==> src/rtl/register_stack_if.sv <==
// Bus-side view of the register stack: command/data inputs and status outputs.
// The master drives commands and data; the slave (the stack) drives the status.
interface register_stack_if #(
    parameter int WIDTH = 8,
    parameter int DEPTH = 4
);
    localparam int CW = $clog2(DEPTH + 1);

    logic             i_push;
    logic             i_pop;
    logic             i_load_enable;
    logic [WIDTH-1:0] i_data;
    logic [WIDTH-1:0] o_top;
    logic [CW-1:0]    o_count;
    logic             o_empty;
    logic             o_full;
    logic             o_overflow;
    logic             o_underflow;

    modport master (
        output i_push, i_pop, i_load_enable, i_data,
        input  o_top, o_count, o_empty, o_full, o_overflow, o_underflow
    );

    modport slave (
        input  i_push, i_pop, i_load_enable, i_data,
        output o_top, o_count, o_empty, o_full, o_overflow, o_underflow
    );
endinterface

==> src/rtl/register_stack.sv <==
// LIFO register stack with push, pop, replace-top and overwrite-top commands,
// a registered top-of-stack copy, occupancy status and sticky error flags.
module register_stack #(
    parameter int WIDTH = 8,
    parameter int DEPTH = 4
) (
    input  logic             clk,
    input  logic             rst,
    input  logic             clk_en,
    register_stack_if.slave  bus
);
    localparam int CW = $clog2(DEPTH + 1);
    localparam int AW = $clog2(DEPTH);
    localparam logic [CW-1:0] FULL_COUNT = CW'(DEPTH);

    logic [WIDTH-1:0] entries [DEPTH];
    logic [CW-1:0]    count;
    logic [WIDTH-1:0] top_q;
    logic             overflow;
    logic             underflow;

    logic [CW-1:0]    next_count;
    logic [WIDTH-1:0] next_top;
    logic             wr_en;
    logic [AW-1:0]    wr_idx;
    logic             set_overflow;
    logic             set_underflow;

    // Indices wrap modulo 2**AW, which stays exact for every count in 0..DEPTH
    // where the index is actually used.
    logic [AW-1:0]    push_idx;
    logic [AW-1:0]    top_idx;
    logic [AW-1:0]    below_idx;

    assign push_idx  = count[AW-1:0];
    assign top_idx   = count[AW-1:0] - AW'(1);
    assign below_idx = count[AW-1:0] - AW'(2);

    always_comb begin
        next_count    = count;
        next_top      = top_q;
        wr_en         = 1'b0;
        wr_idx        = push_idx;
        set_overflow  = 1'b0;
        set_underflow = 1'b0;

        if (clk_en) begin
            if (bus.i_push && bus.i_pop && (count != '0)) begin
                wr_en    = 1'b1;
                wr_idx   = top_idx;
                next_top = bus.i_data;
            end else if (bus.i_push) begin
                if (count != FULL_COUNT) begin
                    wr_en      = 1'b1;
                    wr_idx     = push_idx;
                    next_count = count + CW'(1);
                    next_top   = bus.i_data;
                end else begin
                    set_overflow = 1'b1;
                end
            end else if (bus.i_pop) begin
                if (count != '0) begin
                    next_count = count - CW'(1);
                    next_top   = (count > CW'(1)) ? entries[below_idx] : '0;
                end else begin
                    set_underflow = 1'b1;
                end
            end else if (bus.i_load_enable && (count != '0)) begin
                wr_en    = 1'b1;
                wr_idx   = top_idx;
                next_top = bus.i_data;
            end
        end
    end

    always_ff @(posedge clk) begin
        if (rst) begin
            for (int i = 0; i < DEPTH; i++) begin
                entries[i] <= '0;
            end
            count     <= '0;
            top_q     <= '0;
            overflow  <= 1'b0;
            underflow <= 1'b0;
        end else begin
            if (wr_en) begin
                entries[wr_idx] <= bus.i_data;
            end
            count     <= next_count;
            top_q     <= next_top;
            overflow  <= overflow | set_overflow;
            underflow <= underflow | set_underflow;
        end
    end

    assign bus.o_top       = top_q;
    assign bus.o_count     = count;
    assign bus.o_empty     = (count == '0);
    assign bus.o_full      = (count == FULL_COUNT);
    assign bus.o_overflow  = overflow;
    assign bus.o_underflow = underflow;
endmodule

==> src/flat_wrapper.sv <==
// flat-port wrapper written by rule: the top's interface ports become plain ports
module register_stack_flat 
#(
    parameter int WIDTH = 8,
    parameter int DEPTH = 4
)
  (clk, rst, clk_en, bus_i_push, bus_i_pop, bus_i_load_enable, bus_i_data, bus_o_top, bus_o_count, bus_o_empty, bus_o_full, bus_o_overflow, bus_o_underflow);
  register_stack_if #(.WIDTH(WIDTH), .DEPTH(DEPTH)) bus_i ();
  input  logic clk;
  input  logic rst;
  input  logic clk_en;
  input wire logic [$bits(bus_i.i_push)-1:0] bus_i_push;
  input wire logic [$bits(bus_i.i_pop)-1:0] bus_i_pop;
  input wire logic [$bits(bus_i.i_load_enable)-1:0] bus_i_load_enable;
  input wire logic [$bits(bus_i.i_data)-1:0] bus_i_data;
  output wire logic [$bits(bus_i.o_top)-1:0] bus_o_top;
  output wire logic [$bits(bus_i.o_count)-1:0] bus_o_count;
  output wire logic [$bits(bus_i.o_empty)-1:0] bus_o_empty;
  output wire logic [$bits(bus_i.o_full)-1:0] bus_o_full;
  output wire logic [$bits(bus_i.o_overflow)-1:0] bus_o_overflow;
  output wire logic [$bits(bus_i.o_underflow)-1:0] bus_o_underflow;
  assign bus_i.i_push = bus_i_push;
  assign bus_i.i_pop = bus_i_pop;
  assign bus_i.i_load_enable = bus_i_load_enable;
  assign bus_i.i_data = bus_i_data;
  assign bus_o_top = bus_i.o_top;
  assign bus_o_count = bus_i.o_count;
  assign bus_o_empty = bus_i.o_empty;
  assign bus_o_full = bus_i.o_full;
  assign bus_o_overflow = bus_i.o_overflow;
  assign bus_o_underflow = bus_i.o_underflow;
  register_stack #(.WIDTH(WIDTH), .DEPTH(DEPTH)) u_core (.clk(clk), .rst(rst), .clk_en(clk_en), .bus(bus_i));
endmodule
==> config.mk <==
export PLATFORM = sky130hd
export DESIGN_NAME = register_stack_flat
export DESIGN_NICKNAME = d
export VERILOG_FILES = /design/src/rtl/register_stack_if.sv /design/src/rtl/register_stack.sv /design/src/flat_wrapper.sv
export SDC_FILE = /design/constraint.sdc
export NUM_CORES = 1
export LEC_CHECK = 0
export ABC_AREA = 1
export CAP_MARGIN = 20
export CORE_ASPECT_RATIO = 0.9
export CORE_UTILIZATION = 50
export CTS_CLUSTER_DIAMETER = 60
export CTS_CLUSTER_SIZE = 28
export DETAILED_ROUTE_END_ITERATION = 12
export PLACE_DENSITY = 0.84
export SKIP_LAST_GASP = 1
export SLEW_MARGIN = 20
export SYNTH_ARGS = -nofsm -noshare
export SYNTH_HDL_FRONTEND = slang
export SYNTH_SLANG_ARGS = --single-unit
==> constraint.sdc <==
create_clock -name clk -period 2.2 [get_ports clk]
set_clock_uncertainty 0.05 [all_clocks]
set_input_delay 0.33 -clock clk [delete_from_list [all_inputs] [get_ports clk]]
set_output_delay 0.33 -clock clk [all_outputs]
set_load 0.05 [all_outputs]
Word-level counts from Yosys, hierarchy flattened
Memories as Yosys holds them, arrays and structs flattened.
Cells that the tools add are included.
{"block": "word_totals", "ff_bits": 13, "latch_bits": 0, "ram_bits": 32, "rom_bits": 0, "n_memories": 1}
{"name": "u_core.entries", "depth": 4, "width": 8, "rd": 1, "rd_ports_with_merged_regs": 0, "wr": 4, "line_no": "register_stack.sv:16", "text": "logic [WIDTH-1:0] entries [DEPTH];"}
{"block": "op_classes", "add_sub_neg": 4, "n_mul": 0, "n_div": 0, "magnitude_cmp": 1, "eq_ne": 5, "shifts": 0, "muxes": 39, "bitwise_logic": 3, "reduce_logical": 11}
{"cell": "$mux 8", "count": 8}
{"cell": "$mux 1", "count": 21}
{"cell": "$mux 2", "count": 6}
{"cell": "$mux 3", "count": 4}
{"cell": "$reduce_or 8->1", "count": 1}
{"cell": "$reduce_and 5->1", "count": 1}
{"cell": "$ne 4x2->1 const B", "count": 1}
{"cell": "$reduce_and 4->1", "count": 1}
{"cell": "$reduce_bool 2->1", "count": 2}
{"cell": "$reduce_bool 4->1", "count": 1}
{"cell": "$add 3x1->3 const B", "count": 1}
{"cell": "$eq 3x3->1 const B", "count": 1}
{"cell": "$gt 3x1->1 const B", "count": 1}
{"cell": "$logic_and 1x1->1", "count": 3}
{"cell": "$logic_not 3->1", "count": 1}
{"cell": "$ne 3x1->1 const B", "count": 1}
{"cell": "$ne 3x3->1 const B", "count": 1}
{"cell": "$reduce_bool 3->1", "count": 1}
{"cell": "$sub 3x1->3 const B", "count": 1}
{"cell": "$ne 2x1->1 const B", "count": 1}
{"cell": "$or 1x1->1", "count": 2}
{"cell": "$sub 2x1->2 const B", "count": 1}
{"cell": "$sub 2x2->2 const B", "count": 1}
{"cell": "$not 1->1", "count": 1}

Logic depth before layout (Yosys ltp)
Gate-level depths: netlist of the first run.
{"block": "logic_depth", "word_depth": 12, "depth_mapped": 11, "ltp_nobuf": 10}

Worst setup path before layout of the first run
No wires, ideal clock.
{"block": "synth_path", "kind": "flip-flop to flip-flop", "from": "reg u_core.count[0] (netlist: u_core.bus.o_count[0])", "to": "mem u_core.entries[0][0], enable pin", "arrival_ps": 2084, "required_time_ps": 1821, "slack_ps": -263, "path_stages_with_launch": 11, "path_cell_list": "dfxtp_1 inv_1 clkbuf_1 ha_1 nand2_2 nand3_4 nand2_1 nand2_2 nor2_8 nand3_4 nand2_1"}
{"element": "start: declaration", "line_no": "register_stack.sv:17", "text": "logic [CW-1:0] count;"}
{"element": "start signal: assignment", "line_no": "register_stack.sv:89", "text": "count <= next_count;"}
{"element": "end: declaration", "line_no": "register_stack.sv:16"}

Worst setup path in the final report of the first run
{"block": "layout_path", "from": "reg u_core.count[0] (netlist: u_core.bus.o_count[0])", "to": "out bus_o_count[0]"}
{"element": "end: declaration", "line_no": "flat_wrapper.sv:17", "text": "output wire logic [$bits(bus_i.o_count)-1:0] bus_o_count;"}
No word-level cell between the ends.

==> impl_metrics.prom, run 1 <==
# TYPE chip_impl_metric gauge
chip_impl_info{name="status",value="finished clean"} 1
chip_impl_metric{name="cp_bufs_invs",unit=""} 2
chip_impl_metric{name="post_cts_hold_buffer_count",unit=""} 0
chip_impl_metric{name="post_drt_wl_per_cell",unit="um"} 14.67
chip_impl_info{name="crit_type",value="reg2out"} 1
chip_impl_metric{name="post-dp-hpwl",unit="um"} 4015
chip_impl_metric{name="worst_setup_hold_path_clk_slew",unit="ps"} 90
chip_impl_info{name="startpoint",value="u_core.bus.o_count[0]"} 1
chip_impl_metric{name="first_global_vias",unit=""} 1849
chip_impl_metric{name="grt_usage",unit=""} 0.2422
chip_impl_metric{name="max_slew_margin",unit=""} 0.6605
chip_impl_metric{name="drtAntennaViolNets",unit=""} 0
chip_impl_metric{name="clock_sinks",unit=""} 45
chip_impl_metric{name="drt-initial-drc-count",unit=""} 187
chip_impl_metric{name="pin_slew_with_the_least_headroom_to_its_limit",unit="ps"} 507.7
chip_impl_metric{name="detail_route.wirelength",unit="um"} 5399
chip_impl_metric{name="synth_top_area_share",unit=""} 0.4051
chip_impl_info{name="grt_setup_unrepaired",value="no"} 1
chip_impl_metric{name="number_of_antenna_violations_at_the_first_check_in_global_routing",unit=""} 0
chip_impl_metric{name="synth_cells",unit=""} 269
chip_impl_metric{name="worstSkewPairLatency",unit="ps"} 310
chip_impl_info{name="layout.cells.most_common_list",value="nand2_1, nor2_1, edfxtp_1"} 1
chip_impl_metric{name="gpl_wtd_cong",unit=""} 0.8519
chip_impl_metric{name="cpPeakStageDelay",unit="ps"} 860
chip_impl_metric{name="fmaxAchievable",unit="MHz"} 465.3
chip_impl_metric{name="finalHoldViolCount",unit=""} 0
chip_impl_metric{name="post_drt_via_cell_ratio",unit=""} 5.269
chip_impl_metric{name="synth_seq_cells",unit=""} 45
chip_impl_info{name="r2r_path_start",value="u_core.bus.o_count[0]"} 1
chip_impl_metric{name="power-per-cell-area",unit="nW/um2"} 758.8
chip_impl_metric{name="cts_setup_buffers",unit=""} 0
chip_impl_metric{name="finish.instance_area",unit="um2"} 2892
chip_impl_info{name="crit_family",value="buffers and inverters"} 1
chip_impl_metric{name="numCtsBuffers",unit=""} 5
chip_impl_metric{name="max_cap_viol_count",unit=""} 0
chip_impl_metric{name="max-clock-path-buffers",unit=""} 2
chip_impl_metric{name="multi_input_gate_area_in_the_final_layout",unit="um2"} 972.2
chip_impl_metric{name="floorplan.die_area",unit="um2"} 5024
chip_impl_metric{name="count_of_pins_on_the_block_boundary",unit=""} 29
chip_impl_metric{name="core_area",unit="um2"} 4518
chip_impl_metric{name="largest_net_degree_at_the_start_of_global_routing",unit=""} 24
chip_impl_metric{name="post_cts_resized",unit=""} 0
chip_impl_info{name="synth_area_leaders",value="edfxtp_1, dfxtp_1, nand2_1, nor2_1, a21oi_1"} 1
chip_impl_metric{name="insertedDiodeCount",unit=""} 0
chip_impl_metric{name="area_growth_syn_to_layout",unit="%"} 21.89
chip_impl_metric{name="finalMaxSlewViolations",unit=""} 0
chip_impl_metric{name="globalRoute.totalOverflow",unit=""} 0
chip_impl_metric{name="synth.avg_cell_area",unit="um2"} 8.819
chip_impl_info{name="tritoncts_clock_tree",value="built"} 1
chip_impl_metric{name="utilization",unit=""} 0.6400
chip_impl_info{name="post-synth-top-area-cell",value="edfxtp_1"} 1
chip_impl_metric{name="layout-drive-gt1-share",unit=""} 0.1503
chip_impl_metric{name="setup_viol",unit=""} 0
chip_impl_metric{name="power.ir.vdd_worst",unit="mV"} 0.3075
chip_impl_metric{name="num_rows",unit=""} 23
chip_impl_metric{name="layout.area.seq",unit="um2"} 1226
chip_impl_metric{name="die_x",unit="um"} 74.61
chip_impl_metric{name="synth-seq-area-share",unit=""} 0.5148
chip_impl_metric{name="critical_path.max_fanout",unit=""} 23
chip_impl_info{name="worstSetupEndpointType",value="primary output"} 1
chip_impl_metric{name="nFillCells",unit=""} 372
chip_impl_metric{name="syn-cell-area",unit="um2"} 2372
chip_impl_info{name="holdCritPathClass",value="reg2reg"} 1
chip_impl_metric{name="cts-htree-levels",unit=""} 2
chip_impl_info{name="hold_path.startpoint",value="u_core.bus.o_overflow"} 1
chip_impl_metric{name="die_span_y",unit="um"} 67.35
chip_impl_metric{name="detailed_place.area",unit="um2"} 2781
chip_impl_metric{name="port-buffer-count",unit=""} 28
chip_impl_metric{name="drt_first_pass_iters",unit=""} 5
chip_impl_info{name="most_common_library_cell_in_the_layout_ignoring_fill_and_taps",value="nand2_1"} 1
chip_impl_metric{name="final_min_period_over_clock_period",unit=""} 0.9770
chip_impl_info{name="critical_path.startpoint_type",value="flop"} 1
chip_impl_metric{name="final_routed_drc_violation_total",unit=""} 0
chip_impl_info{name="clock_root_buffer",value="clkbuf_8"} 1
chip_impl_metric{name="critPathRequiredTime",unit="ps"} 1820
chip_impl_metric{name="leakagePower",unit="nW"} 1.188
chip_impl_info{name="timing.critical_path.slowest_stage_cell",value="clkdlybuf4s50_1"} 1
chip_impl_info{name="cell_breakdown_of_the_critical_path",value="buf_4 > clkdlybuf4s50_1"} 1
chip_impl_metric{name="period_needed",unit="ps"} 2149
chip_impl_metric{name="yosys_warnings",unit=""} 0
chip_impl_metric{name="initial_utilization",unit=""} 0.5251
chip_impl_metric{name="worst-endpoint-arrival",unit="ps"} 1770
chip_impl_metric{name="synth_cell_type_count",unit=""} 31
chip_impl_metric{name="syn_nets",unit=""} 287
chip_impl_metric{name="vias",unit=""} 1939
chip_impl_metric{name="layout.nets",unit=""} 323
chip_impl_metric{name="grt_first_pass_wirelength",unit="um"} 8728
==> final timing paths <==
kind	to	slack, ps	depth (start not counted)
worst min-delay path	u_core.bus.o_overflow	410	2
worst min register to register	u_core.bus.o_overflow	410	2
worst max-delay path	bus_o_count[0]	50	2
worst max register to register	u_core.entries[2][0]	210	9
==> registers in the layout (all words and copies together) (netlist names) <==
signal / flops
u_core.bus.o_count: 3
u_core.bus.o_overflow: 1
u_core.bus.o_top: 8
u_core.bus.o_underflow: 1
u_core.entries: 32
==> area by class of cell <==
| cell class | instances | share of cell area |
|---|---|---|
| multi-input cells | 183 | 0.3362 |
| flip-flops and latches | 45 | 0.4241 |
| clock buffers | 5 | 0.02380 |
| inverters | 30 | 0.03981 |
| repair buffers | 40 | 0.1350 |
| clock inverters | 3 | 0.01428 |
| well taps | 62 | 0.02683 |
==> logic make-up after synthesis <==
kind of cell,after synthesis,share of synthesized area
buf+inv,41,0.07753
flops,45,0.5148
fa+ha+maj,4,0.02110
xor+xnor,3,0.01108
simple gates,128,0.2664
compound gates,48,0.1092
==> cells in the mapped netlist <==
master,number
nor2_2,1
nand2_4,1
ha_1,4
nand3b_1,2
inv_2,4
buf_6,3
inv_1,25
nand3_2,1
nor2_4,2
nand3_4,4
a31oi_1,1
o22ai_1,3
buf_2,1
edfxtp_1,32
nor2_8,1
nand4_1,1
dfxtp_1,13
o21ai_0,14
xnor2_1,1
buf_4,1
a21oi_4,1
inv_4,1
o21bai_1,1
a21oi_1,28
nand3_1,5
nand4_4,1
nand2_2,6
nand2_1,59
xor2_1,2
clkbuf_1,6
nor2_1,44
==> per-stage QoR <==
step	instances	worst slack (ps)	total power, mW	TNS, ps	hold slack (ps)
global placement	360	-9.124	1.555	-72.33	388.5
floorplan	269	-42.68	1.393	-1023	339.4
finish	368	50.67	2.194	0	411.7
CTS	368	65.43	2.186	0	417.2
detailed placement	360	-106.7	1.576	-1893	405.7
global route	368	18.65	2.283	0	428.7
==> tightest hold or removal path: stages, from the launching register on <==
cell,delay (ps)
dfxtp_1,320
inv_1,50
a21oi_1,50
==> report_power, final <==
group          switching (mW)  internal, mW  total, mW
sequential             0.0246         0.968      0.992
combinational           0.379         0.197      0.576
clock                   0.292         0.334      0.626
total                   0.695          1.50       2.19
==> layer usage <==
layer	up-vias	wire, um	track usage
met4	0	93	0.08491
met2	102	2512	0.3694
met3	10	477	0.08955
met1	884	2315	0.3165
li1	943	-	-
met5	-	0	0
(Power assumes the default switching activity.)
==> run 2, diff against run 1 <==
--- a/config.mk
+++ b/config.mk
@@ -10,7 +10,6 @@
 export CORE_ASPECT_RATIO = 0.9
 export CORE_UTILIZATION = 50
 export CTS_CLUSTER_DIAMETER = 60
-export CTS_CLUSTER_SIZE = 28
 export DETAILED_ROUTE_END_ITERATION = 12
 export PLACE_DENSITY = 0.84
 export SKIP_LAST_GASP = 1
==> results of run 2 <==
No change in the layout: final DEF, timing and power equal those of run 1.
